[src/rtl/p1p2_arbiter_if.sv]
// p1p2_arbiter_if: bundles the requester handshake and the arbiter status
// outputs shared by the two push-button requesters and the arbiter.
//   P1, P2        : level-sensitive requests
//   done1, done2  : release strobes from the current grant holder
//   g1, g2        : one-hot registered grants
//   z             : resource busy (g1|g2)
//   last          : last requester served (0 = P1, 1 = P2)
//   timeout       : one-cycle pulse on a hold-limit forced release
// master = requester side, slave = arbiter side.
interface p1p2_arbiter_if;
  logic P1;
  logic P2;
  logic done1;
  logic done2;
  logic g1;
  logic g2;
  logic z;
  logic last;
  logic timeout;

  modport master (
    output P1, P2, done1, done2,
    input  g1, g2, z, last, timeout
  );

  modport slave (
    input  P1, P2, done1, done2,
    output g1, g2, z, last, timeout
  );
endinterface

[src/rtl/p1p2_arbiter.sv]
// p1p2_arbiter: round-robin arbiter sharing one resource between requesters
// P1 and P2. Grants are one-hot and registered, each grant is bounded by a
// hold limit of HOLD_MAX cycles, and every release is followed by GAP dead
// cycles before the arbiter can grant again.
// Ports:
//   clk    : rising-edge clock
//   reset  : synchronous, active-high
//   bus    : p1p2_arbiter_if.slave (requests/done in, grants/status out)
//
// state   | meaning
// --------+-------------------------------------------------
// IDLE    | no grant; arbitrate on the next edge
// GNT1    | g1 high, hcnt counts grant cycles
// GNT2    | g2 high, hcnt counts grant cycles
// GAP     | dead time after a release, gcnt counts cycles
module p1p2_arbiter #(
  parameter int HOLD_MAX = 8,
  parameter int GAP      = 1
) (
  input logic           clk,
  input logic           reset,
  p1p2_arbiter_if.slave bus
);

  localparam int HW = $clog2(HOLD_MAX + 1);

  typedef enum logic [1:0] {ST_IDLE, ST_GNT1, ST_GNT2, ST_GAP} state_t;

  state_t        state, state_nxt;
  logic [HW-1:0] hcnt, hcnt_nxt;
  logic [3:0]    gcnt, gcnt_nxt;
  logic          g1_q, g2_q, z_q, last_q, timeout_q;
  logic          g1_nxt, g2_nxt, z_nxt, last_nxt, timeout_nxt;

  logic pick1, pick2, hold_lim, rel1, rel2;

  // On a tie, the side that was not served last wins.
  assign pick1    = bus.P1 & (~bus.P2 | last_q);
  assign pick2    = bus.P2 & (~bus.P1 | ~last_q);
  assign hold_lim = (hcnt == HW'(HOLD_MAX));
  assign rel1     = bus.done1 | ~bus.P1 | hold_lim;
  assign rel2     = bus.done2 | ~bus.P2 | hold_lim;

  always_ff @(posedge clk) begin
    if (reset) begin
      state     <= ST_IDLE;
      hcnt      <= '0;
      gcnt      <= '0;
      g1_q      <= 1'b0;
      g2_q      <= 1'b0;
      z_q       <= 1'b0;
      last_q    <= 1'b1;
      timeout_q <= 1'b0;
    end else begin
      state     <= state_nxt;
      hcnt      <= hcnt_nxt;
      gcnt      <= gcnt_nxt;
      g1_q      <= g1_nxt;
      g2_q      <= g2_nxt;
      z_q       <= z_nxt;
      last_q    <= last_nxt;
      timeout_q <= timeout_nxt;
    end
  end

  always_comb begin
    state_nxt = state;
    case (state)
      ST_IDLE: begin
        if (pick1)      state_nxt = ST_GNT1;
        else if (pick2) state_nxt = ST_GNT2;
      end
      ST_GNT1: if (rel1) state_nxt = ST_GAP;
      ST_GNT2: if (rel2) state_nxt = ST_GAP;
      ST_GAP:  if (gcnt == 4'(GAP - 1)) state_nxt = ST_IDLE;
      default: state_nxt = ST_IDLE;
    endcase
  end

  // Registered outputs are computed from the next state so g1/g2/z change
  // on the same edge as the state transition.
  always_comb begin
    hcnt_nxt    = hcnt;
    gcnt_nxt    = gcnt;
    last_nxt    = last_q;
    timeout_nxt = 1'b0;
    g1_nxt      = (state_nxt == ST_GNT1);
    g2_nxt      = (state_nxt == ST_GNT2);
    z_nxt       = g1_nxt | g2_nxt;
    case (state)
      ST_IDLE: begin
        if (pick1) begin
          hcnt_nxt = HW'(1);
          last_nxt = 1'b0;
        end else if (pick2) begin
          hcnt_nxt = HW'(1);
          last_nxt = 1'b1;
        end
      end
      ST_GNT1: begin
        if (rel1) begin
          gcnt_nxt    = '0;
          // Timeout flags only a release caused by the hold limit alone.
          timeout_nxt = hold_lim & ~bus.done1 & bus.P1;
        end else begin
          hcnt_nxt = hcnt + 1'b1;
        end
      end
      ST_GNT2: begin
        if (rel2) begin
          gcnt_nxt    = '0;
          timeout_nxt = hold_lim & ~bus.done2 & bus.P2;
        end else begin
          hcnt_nxt = hcnt + 1'b1;
        end
      end
      ST_GAP:  gcnt_nxt = gcnt + 1'b1;
      default: ;
    endcase
  end

  assign bus.g1      = g1_q;
  assign bus.g2      = g2_q;
  assign bus.z       = z_q;
  assign bus.last    = last_q;
  assign bus.timeout = timeout_q;

endmodule

[src/flat_wrapper.sv]
// flat-port wrapper written by rule: the top's interface ports become plain ports
module p1p2_arbiter_flat 
#(
  parameter int HOLD_MAX = 8,
  parameter int GAP      = 1
)
  (clk, reset, bus_P1, bus_P2, bus_done1, bus_done2, bus_g1, bus_g2, bus_z, bus_last, bus_timeout);
  p1p2_arbiter_if bus_i ();
  input logic clk;
  input logic reset;
  input wire logic [$bits(bus_i.P1)-1:0] bus_P1;
  input wire logic [$bits(bus_i.P2)-1:0] bus_P2;
  input wire logic [$bits(bus_i.done1)-1:0] bus_done1;
  input wire logic [$bits(bus_i.done2)-1:0] bus_done2;
  output wire logic [$bits(bus_i.g1)-1:0] bus_g1;
  output wire logic [$bits(bus_i.g2)-1:0] bus_g2;
  output wire logic [$bits(bus_i.z)-1:0] bus_z;
  output wire logic [$bits(bus_i.last)-1:0] bus_last;
  output wire logic [$bits(bus_i.timeout)-1:0] bus_timeout;
  assign bus_i.P1 = bus_P1;
  assign bus_i.P2 = bus_P2;
  assign bus_i.done1 = bus_done1;
  assign bus_i.done2 = bus_done2;
  assign bus_g1 = bus_i.g1;
  assign bus_g2 = bus_i.g2;
  assign bus_z = bus_i.z;
  assign bus_last = bus_i.last;
  assign bus_timeout = bus_i.timeout;
  p1p2_arbiter #(.HOLD_MAX(HOLD_MAX), .GAP(GAP)) u_core (.clk(clk), .reset(reset), .bus(bus_i));
endmodule
[config.mk]
export PLATFORM = sky130hd
export DESIGN_NAME = p1p2_arbiter_flat
export DESIGN_NICKNAME = d
export VERILOG_FILES = /design/src/rtl/p1p2_arbiter_if.sv /design/src/rtl/p1p2_arbiter.sv /design/src/flat_wrapper.sv
export SDC_FILE = /design/constraint.sdc
export NUM_CORES = 1
export LEC_CHECK = 0
export ABC_AREA = 1
export CAP_MARGIN = 20
export CORE_MARGIN = 8
export CORE_UTILIZATION = 45
export DETAILED_ROUTE_END_ITERATION = 6
export PLACE_DENSITY = 0.77
export SETUP_SLACK_MARGIN = 0.05
export SYNTH_ARGS = -nofsm -noshare
export SYNTH_HDL_FRONTEND = slang
export SYNTH_SLANG_ARGS = --single-unit
[constraint.sdc]
create_clock -name clk -period 1.8 [get_ports clk]
set_clock_uncertainty 0.15 [all_clocks]
set_input_delay 0.36 -clock clk [delete_from_list [all_inputs] [get_ports clk]]
set_output_delay 0.36 -clock clk [all_outputs]
set_load 0.01 [all_outputs]
# --- Word level (Yosys, flattened, before mapping) ---
# Index checks and enable logic that the tools add are counted.
totals:
  reg_bits: 15
  wordCells: 66
  out_inout_bits: 5
  input_bits: 6
op_classes:
  bitwise_logic: 18
  eq_ne: 11
  muxes: 19
  addsub: 2
  reduce_logical: 8
op_table:
  columns: ["operator", "n"]
  rows:
  - ["$mux W4", 6]
  - ["$pmux W4 S3", 2]
  - ["$mux W2", 5]
  - ["$add A4 B1 Y4 const B", 2]
  - ["$pmux W2 S4", 1]
  - ["$or A1 B1 Y1", 7]
  - ["$and A1 B1 Y1", 6]
  - ["$eq A2 B2 Y1 const B", 3]
  - ["$reduce_bool A3 Y1", 2]
  - ["$not A1 Y1", 5]
  - ["$eq A2 B1 Y1 const B", 2]
  - ["$eq A4 B4 Y1 const B", 1]
  - ["$logic_not A4 Y1", 1]
  - ["$mux W1", 4]
  - ["$ne A2 B1 Y1 const B", 2]
  - ["$ne A2 B2 Y1 const B", 2]
  - ["$reduce_and A4 Y1", 1]
  - ["$ne A3 B1 Y1 const B", 1]
  - ["$reduce_and A3 Y1", 1]
  - ["$logic_not A2 Y1", 1]
  - ["$pmux W1 S2", 1]
  - ["$reduce_and A2 Y1", 1]
  - ["$reduce_bool A2 Y1", 1]

# --- Depth between registers and ports, before layout ---
logic_depth:
  depth_word: 8
  ltp_mapped: 11
  depth_no_buf: 11

# --- Worst setup path before layout ---
# OpenSTA, ideal clock, no wires.
synth_path:
  path_kind: "flip-flop to flip-flop"
  startpoint: "register u_core.hcnt[0]"
  endpoint: "register u_core.z_q (netlist: u_core.bus.z)"
  synth_period_minus_slack_ns: 1.624
  required_ns: 1.531
  stages_incl_launch_ff: 11
  setup_ns: 0.119
  arrival_time_ns: 1.355
  n_path_buf: 0
  setup_slack_ns: 0.176
  path_cell_list: "dfxtp_1 -> inv_1 -> ha_1 -> nand3_2 -> nand2_2 -> nand2_1 -> nand3_1 -> nand3_1 -> nand2_1 -> ha_1 -> nor2_1"
synth_between:
  elab_chain_len: 6
  word_cells_on_any_way: 9
  classes_between: "3 x eq/ne; 3 x mux; 3 x bitwise"
synth_rtl:
  columns: ["item", "line", "text"]
  rows:
  - ["start, declared", "p1p2_arbiter.sv:30", "logic [HW-1:0] hcnt, hcnt_nxt;"]
  - ["start signal, assigned", "p1p2_arbiter.sv:56", "hcnt <= hcnt_nxt;"]
  - ["$eq A4 B4 Y1 *", "p1p2_arbiter.sv:40", "assign hold_lim = (hcnt == HW'(HOLD_MAX));"]
  - ["$or A1 B1 Y1, on equally long branches", "p1p2_arbiter.sv:42, p1p2_arbiter.sv:41", null]
  - ["$mux W2, on equally long branches", "p1p2_arbiter.sv:74, p1p2_arbiter.sv:73", null]
  - ["$pmux W2 S4 *", "p1p2_arbiter.sv:68", "case (state)"]
  - ["$eq A2 B1 Y1 / $eq A2 B2 Y1 (equally long branches)", "p1p2_arbiter.sv:87, p1p2_arbiter.sv:88", null]
  - ["$or A1 B1 Y1 *", "p1p2_arbiter.sv:89", "z_nxt = g1_nxt | g2_nxt;"]
  - ["end signal, assigned", "p1p2_arbiter.sv:60", "z_q <= z_nxt;"]
  - ["end, declared", "p1p2_arbiter.sv:32", "logic g1_q, g2_q, z_q, last_q, timeout_q;"]
# Every way passes the cells marked *; elsewhere a longest branch is shown, timed or not.
# A chain may end at the register's enable or synchronous reset.

# --- Worst setup path in the final report ---
layout_path:
  startpoint: "register u_core.z_q (netlist: u_core.bus.z)"
  endpoint: "output bus_z"
layout_lines:
  columns: ["item", "line", "text"]
  rows:
  - ["end, declared", "flat_wrapper.sv:17", "output wire logic [$bits(bus_i.z)-1:0] bus_z;"]
# No word-level cell between the ends.

==> out/metrics.csv <==
metric;value;unit
CTS H-tree depth;1;
Critical-path top delay cell;clkdlybuf4s50_1;
Rows;16;
Crit Path Class;reg2out;
Placement Setup Slack;-0.186;ns
wire per inst;11.7;µm
dpl cell area;1160;µm²
CTS Sinks;15;
routed via count;902;
Mapped Cells;130;
first-pass GRT wire length;3570;µm
Pleak;0.560;nW
top post-synthesis cells by area;dfxtp_1 31%, ha_1 13%, nand2_1 9.4%, nand3_1 6.8%, inv_1 6.7%;
remaining antenna violation count;0;
crit path to;bus_z;
clk buf depth;2;
r2r endpoint;u_core.bus.z;
clk_lat worst skew;0.30;ns
worst setup margin;0.124;ns
layout cells sized above 1;28.1;%
crit path time final;1.68;ns
Max FO, Critical Path;1;
Initial Utilization;48.3;%
Sw Ratio;38.6;%
flops & latches, synth;15;
Die Ht;62.1;µm
synthesized cell area;957;µm²
synthesized net count;146;
crit path DAT;1.17;ns
final hold vios;0;
top cell type by total area after synthesis;dfxtp_1;
Root Driver;clkbuf_4;
Worst Tran Pin Value;0.255;ns
clock slew at reported path FFs;0.10;ns
share of power burned in registers;38.5;%
Clock power frac;19.2;%
CP Launch Type;flip-flop;
critical path startpoint;u_core.bus.z;
Total GRT Usage;10.9;%
diode count;0;
Cell Count, Final, Fillers Out;180;
type of the most critical hold path;reg2reg;
worst r2r src;u_core.state[1];
Buffers on Ports;10;
fmax;597;MHz
# setup viols final;0;
post-synth top area share;31.4;%
fin nets;170;
initial antenna violation count;0;
slew margin rel.;82.8;%
CP cell instances;clkdlybuf4s50_1;
Syn Area/Cell;7.36;µm²
Die Area;3860;µm²
DR pass1 iterations;4;
Layout area overhead;26.9;%
R2R Setup Slk;0.16;ns
detailed placer's ending HPWL;1570;µm
Post-CTS Setup Bufs;0;
Final Max Slew Viols;0;
instance count on the critical path;1;
worst vdd ir;0.000549;V
CTS Buf Count;3;
Worst R2R Path Depth;7;
max incr delay on CP;0.53;ns
Final Cycle Share;93.1;%
largest net degree at the start of global routing;10;
switching power;413;µW
WL final;2110;µm
PwrDens;882;nW/µm²
CP Capture Type;output port;
Comb pwr share;42.2;%
CP Buf/Inv Count;1;
synth unique cells;22;
status;complete, no violations;
CTS tree;built;
number of vias per cell;5.01;
I/O pin cnt;11;
delay-heaviest family, CP;buffers and inverters;
post-synthesis sequential area ratio;31.4;%
Internal;658;µW
vias in the first global route;878;
DR iter-0 viols;25;
Worst Path Required;1.29;ns
area of the core;1980;µm²
width of the chip;62.1;µm
final instance area;1210;µm²
routability cong.;0.838;
dpl cells;176;
gr ovfl total;0;
Max Cap Viol;0;
RSZ-0062 raised after global routing;yes;
Synth Warn #;0;
drt drc;0;
==> worst min path at each step <==
stage / slack [ns] / depth (start not counted) / start / endpoint
4_1_cts: 0.36 / 2 / u_core.bus.last / u_core.bus.last
6_report: 0.35 / 2 / u_core.gcnt[0] / u_core.gcnt[0]
2_1_floorplan: 0.33 / 2 / u_core.gcnt[3] / u_core.gcnt[3]
3_5_place_dp: 0.34 / 2 / u_core.bus.last / u_core.bus.last
5_1_grt: 0.36 / 2 / u_core.gcnt[0] / u_core.gcnt[0]
3_3_place_gp: 0.34 / 2 / u_core.bus.last / u_core.bus.last
==> power by group through the flow <==
stage	Clock, mW	Sequential, mW	Combinational (mW)
CTS	0.205	0.409	0.437
global route	0.215	0.419	0.508
global placement	0	0.415	0.422
floorplan	0	0.426	0.269
finish	0.206	0.413	0.453
detailed placement	0	0.415	0.433
==> routing by layer <==
metal | GRT usage, % | routed length (µm) | vias up
li1 | - | - | 463
met1 | 12.1 | 967 | 420
met2 | 19.3 | 1010 | 14
met3 | 1.97 | 88 | 5
met4 | 5.54 | 39 | 0
met5 | 0 | 0 | -
==> cells in the mapped netlist (all sizes together) <==
library cell  number
ha                10
buf                1
nand2             33
nand3b             2
o21ai              4
inv               20
dfxtp             15
o211ai             2
nand3             14
a21oi              9
nor2              13
xor2               2
nand4              4
or2                1
==> worst register-to-register path: stages (launching register included) <==
cell and delay (ns):
dfxtp_1 0.39, inv_1 0.12, ha_2 0.23, nand3b_1 0.19
nand3_2 0.09, nand2_1 0.07, ha_1 0.28, nor2_1 0.03
==> per-stage QoR <==
step | hold WS (ns) | util (%) | power, mW | TNS (ns)
floorplan | 0.325 | - | 0.695 | 0
global placement | 0.338 | 58.6 | 0.837 | -0.416
detailed placement | 0.344 | 58.6 | 0.848 | -0.627
CTS | 0.357 | 60.0 | 1.05 | 0
global route | 0.364 | 61.3 | 1.14 | 0
finish | 0.348 | 61.3 | 1.07 | 0
==> kinds of logic (layout without fill, tap and decap cells) <==
| family | after synthesis | in the layout | synth area share (%) |
|---|---|---|---|
| AND/OR/NAND/NOR | 67 | 67 | 34.6 |
| AO/OA/AOI/OAI | 15 | 15 | 10.7 |
| flip-flops | 15 | 15 | 31.4 |
| buffers and inverters | 21 | 44 | 8.37 |
| XOR/XNOR | 2 | 2 | 1.83 |
| adder cells (fa/ha/maj) | 10 | 10 | 13.1 |
==> layout make-up <==
cell class	count	area, µm²
Inverter	20	75.1
Tap cell	27	33.8
Timing Repair Buffer	20	178
Clock buffer	3	22.5
Multi-Input combinational cell	94	594
Clock inverter	1	5.00
Fill cell	176	767
Sequential cell	15	307
==> timing repair <==
action	in CTS	in global routing
hold buffers	0	0
resized for setup	0	10
endpoints found under the setup margin	0	4
==> state kept, by name (all words and copies together), names as in the netlist <==
signal / flops
u_core.bus.g1: 1
u_core.state: 2
u_core.gcnt: 4
u_core.bus.last: 1
u_core.bus.g2: 1
u_core.bus.timeout: 1
u_core.hcnt: 4
u_core.bus.z: 1
==> cell usage in the layout (no fill, tap or decap), drive strengths merged <==
cell,n
clkinv,1
nand2,33
nand4,4
o21ai,4
clkbuf,3
o211ai,2
clkdlybuf4s50,9
ha,10
nor2,13
buf,10
nand3b,2
a21oi,9
xor2,2
or2,1
dfxtp,15
dlymetal6s2s,1
inv,20
nand3,14
(Power assumes the default switching activity.)
